[src/rtl/serial_receiver.sv]
// Receive end of the calculator serial link: resynchronises the transmitter's
// bit clock, frame-valid and data, rebuilds the 32-bit word and splits it into fields.
module serial_receiver #(
  parameter int DataSize   = 32,
  parameter int SyncStages = 2
) (
  input  logic                Clk,
  input  logic                Reset,
  input  logic                SerClk,
  input  logic                SerValid,
  input  logic                SerData,
  input  logic                RxAck,
  output logic [DataSize-1:0] RxWord,
  output logic [7:0]          RxA,
  output logic [7:0]          RxB,
  output logic [7:0]          RxAluOut,
  output logic [3:0]          RxSel,
  output logic [3:0]          RxFlags,
  output logic                RxValid,
  output logic                RxBusy,
  output logic                FrameError,
  output logic                Overrun,
  output logic [1:0]          DbgState
);

  localparam int CntW = $clog2(DataSize) + 1;

  typedef enum logic [1:0] {
    ST_IDLE     = 2'd0,
    ST_RECEIVE  = 2'd1,
    ST_DONE     = 2'd2,
    ST_WAIT_END = 2'd3
  } state_t;

  // Handshake: RxValid rises when a word is loaded and holds until a cycle
  // with RxAck==1 (cleared on the following edge); a load in that same cycle wins.

  logic [SyncStages-1:0] r_sclk_sync;
  logic [SyncStages-1:0] r_valid_sync;
  logic [SyncStages-1:0] r_data_sync;
  logic                  r_sclk_prev;

  state_t                r_state;
  state_t                w_state_next;
  logic [CntW-1:0]       r_bit_cnt;
  logic [CntW-1:0]       w_cnt_next;
  logic [DataSize-1:0]   r_shift;
  logic [DataSize-1:0]   w_shift_next;
  logic [DataSize-1:0]   w_shift_in;
  logic [DataSize-1:0]   r_rx_word;
  logic                  r_rx_valid;
  logic                  r_frame_err;
  logic                  r_overrun;
  logic                  w_frame_err;
  logic                  w_overrun;

  logic                  w_sclk_s;
  logic                  w_valid_s;
  logic                  w_data_s;
  logic                  w_sclk_rise;

  // All three link signals go through identical chains so they stay aligned.
  always_ff @(posedge Clk) begin
    if (!Reset) begin
      r_sclk_sync  <= '0;
      r_valid_sync <= '0;
      r_data_sync  <= '0;
      r_sclk_prev  <= 1'b0;
    end else begin
      r_sclk_sync  <= {r_sclk_sync[SyncStages-2:0], SerClk};
      r_valid_sync <= {r_valid_sync[SyncStages-2:0], SerValid};
      r_data_sync  <= {r_data_sync[SyncStages-2:0], SerData};
      r_sclk_prev  <= r_sclk_sync[SyncStages-1];
    end
  end

  assign w_sclk_s    = r_sclk_sync[SyncStages-1];
  assign w_valid_s   = r_valid_sync[SyncStages-1];
  assign w_data_s    = r_data_sync[SyncStages-1];
  assign w_sclk_rise = w_sclk_s & ~r_sclk_prev;
  assign w_shift_in  = {r_shift[DataSize-2:0], w_data_s};

  always_comb begin
    w_state_next = r_state;
    w_cnt_next   = r_bit_cnt;
    w_shift_next = r_shift;
    w_frame_err  = 1'b0;
    w_overrun    = 1'b0;
    case (r_state)
      ST_IDLE: begin
        if (w_valid_s) begin
          w_state_next = ST_RECEIVE;
          w_cnt_next   = '0;
          if (w_sclk_rise) begin
            w_shift_next = w_shift_in;
            w_cnt_next   = CntW'(1);
          end
        end
      end
      ST_RECEIVE: begin
        // Valid dropping takes priority over a coincident bit edge.
        if (!w_valid_s) begin
          w_frame_err  = 1'b1;
          w_state_next = ST_IDLE;
          w_cnt_next   = '0;
          w_shift_next = '0;
        end else if (w_sclk_rise) begin
          w_shift_next = w_shift_in;
          w_cnt_next   = r_bit_cnt + CntW'(1);
          if (r_bit_cnt == CntW'(DataSize - 1)) begin
            w_state_next = ST_DONE;
          end
        end
      end
      ST_DONE: begin
        w_overrun    = r_rx_valid & ~RxAck;
        w_state_next = ST_WAIT_END;
      end
      ST_WAIT_END: begin
        if (!w_valid_s) begin
          w_state_next = ST_IDLE;
        end
      end
      default: begin
        w_state_next = ST_IDLE;
      end
    endcase
  end

  always_ff @(posedge Clk) begin
    if (!Reset) begin
      r_state     <= ST_IDLE;
      r_bit_cnt   <= '0;
      r_shift     <= '0;
      r_rx_word   <= '0;
      r_rx_valid  <= 1'b0;
      r_frame_err <= 1'b0;
      r_overrun   <= 1'b0;
    end else begin
      r_state     <= w_state_next;
      r_bit_cnt   <= w_cnt_next;
      r_shift     <= w_shift_next;
      r_frame_err <= w_frame_err;
      r_overrun   <= w_overrun;
      if (r_state == ST_DONE) begin
        r_rx_word  <= r_shift;
        r_rx_valid <= 1'b1;
      end else if (RxAck) begin
        r_rx_valid <= 1'b0;
      end
    end
  end

  assign RxWord     = r_rx_word;
  assign RxA        = r_rx_word[31:24];
  assign RxB        = r_rx_word[23:16];
  assign RxAluOut   = r_rx_word[15:8];
  assign RxSel      = r_rx_word[7:4];
  assign RxFlags    = r_rx_word[3:0];
  assign RxValid    = r_rx_valid;
  assign RxBusy     = (r_state == ST_RECEIVE);
  assign FrameError = r_frame_err;
  assign Overrun    = r_overrun;
  assign DbgState   = r_state;

endmodule

[config.mk]
export PLATFORM = sky130hd
export DESIGN_NAME = serial_receiver
export DESIGN_NICKNAME = d
export VERILOG_FILES = /design/src/rtl/serial_receiver.sv
export SDC_FILE = /design/constraint.sdc
export NUM_CORES = 1
export LEC_CHECK = 0
export ABC_AREA = 1
export CORE_ASPECT_RATIO = 0.6
export CORE_UTILIZATION = 40
export CTS_CLUSTER_SIZE = 25
export DETAILED_ROUTE_END_ITERATION = 8
export PLACE_DENSITY = 0.78
export SKIP_CTS_REPAIR_TIMING = 1
export SLEW_MARGIN = 40
export SYNTH_ARGS = -nofsm -noshare
export SYNTH_HDL_FRONTEND = slang
export SYNTH_SLANG_ARGS = --single-unit
[constraint.sdc]
create_clock -name Clk -period 3.1 [get_ports Clk]
set_input_delay 0.93 -clock Clk [delete_from_list [all_inputs] [get_ports Clk]]
set_output_delay 0.93 -clock Clk [all_outputs]
set_load 0.005 [all_outputs]
==> impl_metrics.ini, run 1 <==
[critical_path]
crit_path_start_kind = flip-flop
cp.required_ns = 2.17
cp-startpoint = DbgState[0]
crit_chain = inv_1 -> nor2_1 -> clkdlybuf4s50_1
crit_path_end_kind = primary output
path_max_fanout = 7
regToRegSetupSlack_ns = 1.17
critical_path.endpoint = RxBusy
path_buf_inv = 2
path_depth = 3
crit_path_top_delay_cell = clkdlybuf4s50_1
path_delay_family = buffers and inverters
r2r_end = RxWord[20]
ff2ff_path_depth = 5
cp.arrival_ns = 1.57
path_class = flip-flop to primary output
crit_path_max_incr_delay_ns = 0.52

[die]
rows = 25
core_um2 = 7980
io_pins = 76
die_area_um2 = 8730
die_height_um = 72.8
die_w_um = 120
initial_utilization_pct = 41.9

[drt]
routed_wl_um = 6880
wire_per_inst_um = 12.1
wl_met3_um = 277
wl_met1_um = 3370
top_layer = met4
drtIter0Drc = 183
first_pass_iters = 4
drc = 0
vias_per_cell = 4.66
routed-via-count = 2635
route.met2.wl_um = 3140
antenna_left = 0

[place]
hpwl_um = 4390
place_area_um2 = 3860
pre_cts_ws_ns = 0.750
port_buffers = 75
post-place-cells = 550
gp_congestion = 0.734

[synthesis]
synth_seq_cells = 82
avgSynthCellArea_um2 = 7.99
yosysWarnings = 0
synth_cell_types = 25
synth_top_area_share_pct = 49.1
synth_area_leaders = dfxtp_1, nor2_1, buf_4
syn-cell-area_um2 = 3340
synth.net_count = 425
yosysTopAreaCell = dfxtp_1
ys_seq_area_share_pct = 49.1
synth_cells = 418

[grt]
grt.total_usage_pct = 16.8
grt_pass1_wl_um = 11600
gr-total-overflow = 0
grt_antenna_before_repair = 0
grt_pass1_vias = 2573
grt_max_degree = 47

[pwr]
p_leak_nw = 1.88
power_frac_clock_pct = 50.0
sw_frac_of_total_pct = 20.6
intPower_mw = 1.93
ir_worst_vdd_v = 0.000340
combPwrFrac_pct = 4.9
p_seq_share_pct = 45.1
power.density_nw_per_um2 = 576
total_power_mw = 2.43
p_sw_uw = 500

[job]
cap_violations = 0

[sta]
min_period_over_period_pct = 80.7
max_slew.worst_pin.slew_ns = 0.786
setup_violations = 0
hold_ws_ns = 0.415
fin_setup_tns_ns = 0
relSlewSlack_pct = 47.4
fmax_mhz = 400
finClkSkew_ns = 0.00639
slew_violations = 0
post-route-min-period_ns = 2.50
worst_slack_ns = 0.597
hold_viol_final = 0
rsz0062_at_grt = false

[final_layout]
diodes = 0
fin_area_um2 = 4210
drive_gt1_share_pct = 9.83
utilization_pct = 52.8
final_nets = 460
stdcell_count = 566
area_growth_pct = 26.0
nFillCells = 735
final_common_cell = nor2_1
layout_common_cells = nor2_1, dfxtp_1, clkdlybuf4s50_1

[clock_tree]
clockBufferDepth = 2
cts_sinks = 82
cts-root-buf = clkbuf_16
cts_max_level = 3
clk_pin_slew_worst_paths_ns = 0.06
clk-insertion-delay-late_ns = 0.33
cts_tree = built
numCtsBuffers = 9

[worst_hold_path]
hold_path_class = flip-flop to flip-flop

[outcome]
status = completed
flip-flops by register name, indices dropped and copies added, names as in the netlist, named ones only:
register      count
RxWord           32
DbgState          1
r_shift          32
r_sclk_sync       2
r_valid_sync      2
Overrun           1
r_bit_cnt         6
r_sclk_prev       1
RxValid           1
r_data_sync       2
FrameError        1
layer usage:
| metal | vias to the layer above | global-route usage (%) |
|---|---|---|
| li1 | 1346 | - |
| met1 | 1209 | 20.8 |
| met3 | 10 | 4.14 |
| met4 | 0 | 6.39 |
| met2 | 70 | 28.7 |
| met5 | - | 0 |
tightest hold or removal path, cell delays in order (launching register included):
cell     delay [ns]
dfxtp_1        0.30
nand2_1        0.04
inv_1          0.04
area by class of cell:
class / count / area, um^2 / share of cell area [%]
Clock inverter: 4 / 98.8 / 2.35
Timing Repair Buffer: 76 / 758 / 18.0
Sequential cell: 82 / 1640 / 39.0
Tap cell: 108 / 135 / 3.21
Multi-Input combinational cell: 259 / 1230 / 29.3
Clock buffer: 12 / 246 / 5.86
Inverter: 25 / 96.3 / 2.29
worst min path at each step:
stage,start,end,cells past startpoint
2_1_floorplan,r_data_sync[0],r_data_sync[1],2
3_3_place_gp,r_sclk_sync[0],r_sclk_sync[1],2
3_5_place_dp,r_sclk_sync[0],r_sclk_sync[1],2
4_1_cts,r_sclk_sync[0],r_sclk_sync[1],2
5_1_grt,r_valid_sync[0],r_valid_sync[1],2
6_report,r_sclk_sync[0],r_sclk_sync[1],2
cells in the mapped netlist:
library cell / count
o21ai_1: 7
nand2_4: 2
ha_1: 1
buf_4: 36
dfxtp_1: 82
o21bai_1: 3
a21oi_1: 6
nor3_2: 18
xor2_1: 1
inv_4: 1
nand3_1: 4
inv_1: 21
buf_2: 2
nor2_4: 2
buf_6: 5
nand4_1: 1
nor3_1: 13
clkbuf_1: 8
nand2_1: 28
nor2_1: 137
inv_2: 3
o21ai_0: 31
nand3b_1: 1
buf_1: 1
nand2_2: 4
power groups by stage:
stage | Clock (mW) | Combinational [mW] | Sequential [mW]
final | 1.21 | 0.119 | 1.09
after CTS | 1.23 | 0.120 | 1.09
after detailed placement | 0 | 0.119 | 1.12
after floorplan | 0 | 0.0960 | 1.11
after global placement | 0 | 0.113 | 1.11
after global routing | 1.28 | 0.134 | 1.10
logic make-up after synthesis:
| family | count (synthesis) | share of synthesized area (%) |
|---|---|---|
| AO/OA/AOI/OAI | 47 | 7.27 |
| XOR/XNOR | 1 | 0.262 |
| adder cells (fa/ha/maj) | 1 | 0.374 |
| buffers and inverters | 77 | 14.0 |
| flip-flops | 82 | 49.1 |
| AND/OR/NAND/NOR | 210 | 29.0 |
(Power assumes the default switching activity.)
==> run 2, diff against run 1 <==
- clock period: 3.1 -> 2.5 ns (I/O delays scaled with it)
==> impl_metrics.ini, run 2 (same netlist as run 1, synthesis figures left out) <==
[outcome]
status = completed

[drt]
routed_wl_um = 6700
wire_per_inst_um = 11.8
drc = 0
first_pass_iters = 4
drtIter0Drc = 134
vias_per_cell = 4.68
antenna_left = 0
routed-via-count = 2661

[final_layout]
final_nets = 463
area_growth_pct = 26.1
final_common_cell = nor2_1
utilization_pct = 52.8
layout_common_cells = nor2_1, dfxtp_1, clkdlybuf4s50_1
diodes = 0
drive_gt1_share_pct = 10.6

[die]
core_um2 = 7980
die_w_um = 120
rows = 25
die_area_um2 = 8730
initial_utilization_pct = 41.9
io_pins = 76
die_height_um = 72.8

[sta]
setup_violations = 0
fin_setup_tns_ns = 0
rsz0062_at_grt = false
fmax_mhz = 434
post-route-min-period_ns = 2.31
hold_ws_ns = 0.419
finClkSkew_ns = 0.00625
slew_violations = 0
max_slew.worst_pin.slew_ns = 0.574
hold_viol_final = 0
min_period_over_period_pct = 92.3
relSlewSlack_pct = 61.6

[critical_path]
cp.arrival_ns = 1.56
path_max_fanout = 7
cp.required_ns = 1.75
crit_path_end_kind = primary output
crit_chain = inv_1 -> nor2_1 -> clkdlybuf4s50_1
crit_path_max_incr_delay_ns = 0.52
crit_path_start_kind = flip-flop
path_delay_family = buffers and inverters
crit_path_top_delay_cell = clkdlybuf4s50_1
path_class = flip-flop to primary output
path_buf_inv = 2

[pwr]
ir_worst_vdd_v = 0.000341
power.density_nw_per_um2 = 695
p_leak_nw = 1.88

[grt]
grt_antenna_before_repair = 0
grt.total_usage_pct = 16.7
gr-total-overflow = 0
grt_pass1_wl_um = 11500
grt_max_degree = 35
grt_pass1_vias = 2586

[clock_tree]
numCtsBuffers = 9
clockBufferDepth = 2
cts-root-buf = clkbuf_16
cts_max_level = 3
clk_pin_slew_worst_paths_ns = 0.06
cts_tree = built
clk-insertion-delay-late_ns = 0.33
cts_sinks = 82

[job]
cap_violations = 0

[worst_hold_path]
hold_path_class = flip-flop to flip-flop

[place]
hpwl_um = 4410
port_buffers = 75
gp_congestion = 0.796
run 2: worst min-delay path, cell delays in order (launching register included):
cell	delay, ns
dfxtp_1	0.31
nand2_1	0.05
inv_1	0.04
run 2: worst paths after layout:
| path | from | endpoint | slack [ns] | cells past startpoint |
|---|---|---|---|---|
| worst max-delay path | DbgState[0] | RxBusy | 0.19 | 3 |
| worst min-delay path | r_valid_sync[0] | r_valid_sync[1] | 0.42 | 2 |
| worst max register to register | flip-flop | r_shift[27] | 0.85 | 7 |
| worst min register to register | r_valid_sync[0] | r_valid_sync[1] | 0.42 | 2 |
run 2: per-stage QoR:
| stage | instance area, um^2 | instances | setup slack (ns) | power (mW) |
|---|---|---|---|---|
| 5_1_grt | 4210 | 569 | 0.0869 | 3.04 |
| 3_3_place_gp | 3890 | 553 | 0.561 | 1.53 |
| 2_1_floorplan | 3340 | 418 | 1.06 | 1.50 |
| 4_1_cts | 4210 | 569 | 0.177 | 2.97 |
| 6_report | 4210 | 569 | 0.194 | 2.93 |
| 3_5_place_dp | 3890 | 553 | 0.517 | 1.53 |
run 2: final cells by class:
cell class,count,area [um^2]
well taps,108,135
flip-flops and latches,82,1640
multi-input cells,259,1230
inverters,25,96.3
fillers,731,3760
repair buffers,79,781
clock inverters,6,97.6
clock buffers,10,229
run 2: routing by layer:
layer | up-vias | track usage (%) | share of wire [%]
met5 | - | 0 | 0
met4 | 0 | 6.25 | 0.46
met3 | 2 | 4.06 | 3.7
met2 | 64 | 29.5 | 49
met1 | 1236 | 20.0 | 47
li1 | 1359 | - | -
run 2: where the power goes:
part	internal, mW	switching [mW]
combinational	0.0538	0.0960
sequential	1.33	0.0223
clock	0.891	0.534
total	2.28	0.652
==> run 3, diff against run 2 <==
- CORE_UTILIZATION: 40 -> 35
- PLACE_DENSITY: 0.78 -> 0.71
==> impl_metrics.ini, run 3 (same netlist as run 1, synthesis figures left out) <==
[outcome]
status = completed

[final_layout]
final_nets = 462
multi_input_area_um2 = 1230
layout_common_cells = nor2_1, dfxtp_1, clkdlybuf4s50_1
area_growth_pct = 25.5
fin_area_um2 = 4190
stdcell_count = 590
seqCellArea_um2 = 1640
diodes = 0
drive_gt1_share_pct = 10.2
nFillCells = 895
final_common_cell = nor2_1

[critical_path]
cp.required_ns = 1.75
path_class = flip-flop to primary output
crit_path_start_kind = flip-flop
cp-startpoint = DbgState[0]
path_max_fanout = 7
cp.arrival_ns = 1.59
crit_path_end_kind = primary output

[grt]
grt_pass1_vias = 2550
grt_max_degree = 47
gr-total-overflow = 0
grt_antenna_before_repair = 0
grt_pass1_wl_um = 11800
grt.total_usage_pct = 14.7

[die]
die_area_um2 = 9950
die_height_um = 77.7
die_w_um = 128
io_pins = 76
rows = 27
core_um2 = 9220
initial_utilization_pct = 36.2

[clock_tree]
cts_tree = built
cts-root-buf = clkbuf_16
cts_max_level = 3
cts_sinks = 82
clk_pin_slew_worst_paths_ns = 0.06
clockBufferDepth = 2
numCtsBuffers = 9
clk-insertion-delay-late_ns = 0.33

[drt]
first_pass_iters = 4
routed-via-count = 2634
drtIter0Drc = 175
wire_per_inst_um = 11.5
routed_wl_um = 6760
vias_per_cell = 4.46
antenna_left = 0
drc = 0

[worst_hold_path]
hold_path_class = flip-flop to flip-flop
hp-start = r_sclk_sync[0]

[sta]
hold_viol_final = 0
slew_violations = 0
setup_violations = 0
hold_ws_ns = 0.416
finClkSkew_ns = 0.00557
relSlewSlack_pct = 61.2
worst_slack_ns = 0.158
rsz0062_at_grt = false
fin_setup_tns_ns = 0
max_slew.worst_pin.slew_ns = 0.582
min_period_over_period_pct = 93.7
fmax_mhz = 427
post-route-min-period_ns = 2.34

[place]
hpwl_um = 4320
place_area_um2 = 3920
post-place-cells = 574
gp_congestion = 0.754
pre_cts_ws_ns = 0.472
port_buffers = 75

[job]
cap_violations = 0

[pwr]
p_leak_nw = 1.85
ir_worst_vdd_v = 0.000347
power.density_nw_per_um2 = 644
-- run 3: power by group --
group          internal (mW)  switching (mW)  total, mW
clock network          0.678           0.513       1.19
logic                 0.0549          0.0998      0.155
registers               1.33          0.0220       1.35
total                   2.07           0.635       2.70
-- run 3: routing by layer --
metal / wire length (um) / GRT usage (%) / vias to the layer above
li1: - / - / 1348
met1: 3380 / 19.5 / 1220
met2: 3080 / 23.6 / 64
met3: 295 / 4.28 / 2
met4: 8 / 3.53 / 0
met5: 0 / 0 / -
-- run 3: final timing paths --
kind | to | slack, ns | cells past startpoint
worst max-delay path | RxBusy | 0.16 | 3
worst min register to register | r_sclk_sync[1] | 0.42 | 2
worst max register to register | r_shift[0] | 0.83 | 7
worst min-delay path | r_sclk_sync[1] | 0.42 | 2
-- run 3: area by class of cell --
class | count | share of cell area (%)
Inverter | 25 | 2.30
Clock inverter | 5 | 0.955
Tap cell | 130 | 3.88
Multi-Input combinational cell | 259 | 29.4
Clock buffer | 11 | 5.55
Timing Repair Buffer | 78 | 18.7
Sequential cell | 82 | 39.2
-- run 3: worst max-delay path, stage by stage (launching register included) --
cell,delay [ns]
dfxtp_1,0.49
inv_1,0.10
nor2_1,0.14
clkdlybuf4s50_1,0.53
-- run 3: per-stage QoR --
stage | util [%] | power (mW)
floorplan | - | 1.50
global placement | 42.5 | 1.53
detailed placement | 42.5 | 1.54
CTS | 45.4 | 2.74
global route | 45.4 | 2.82
finish | 45.4 | 2.70
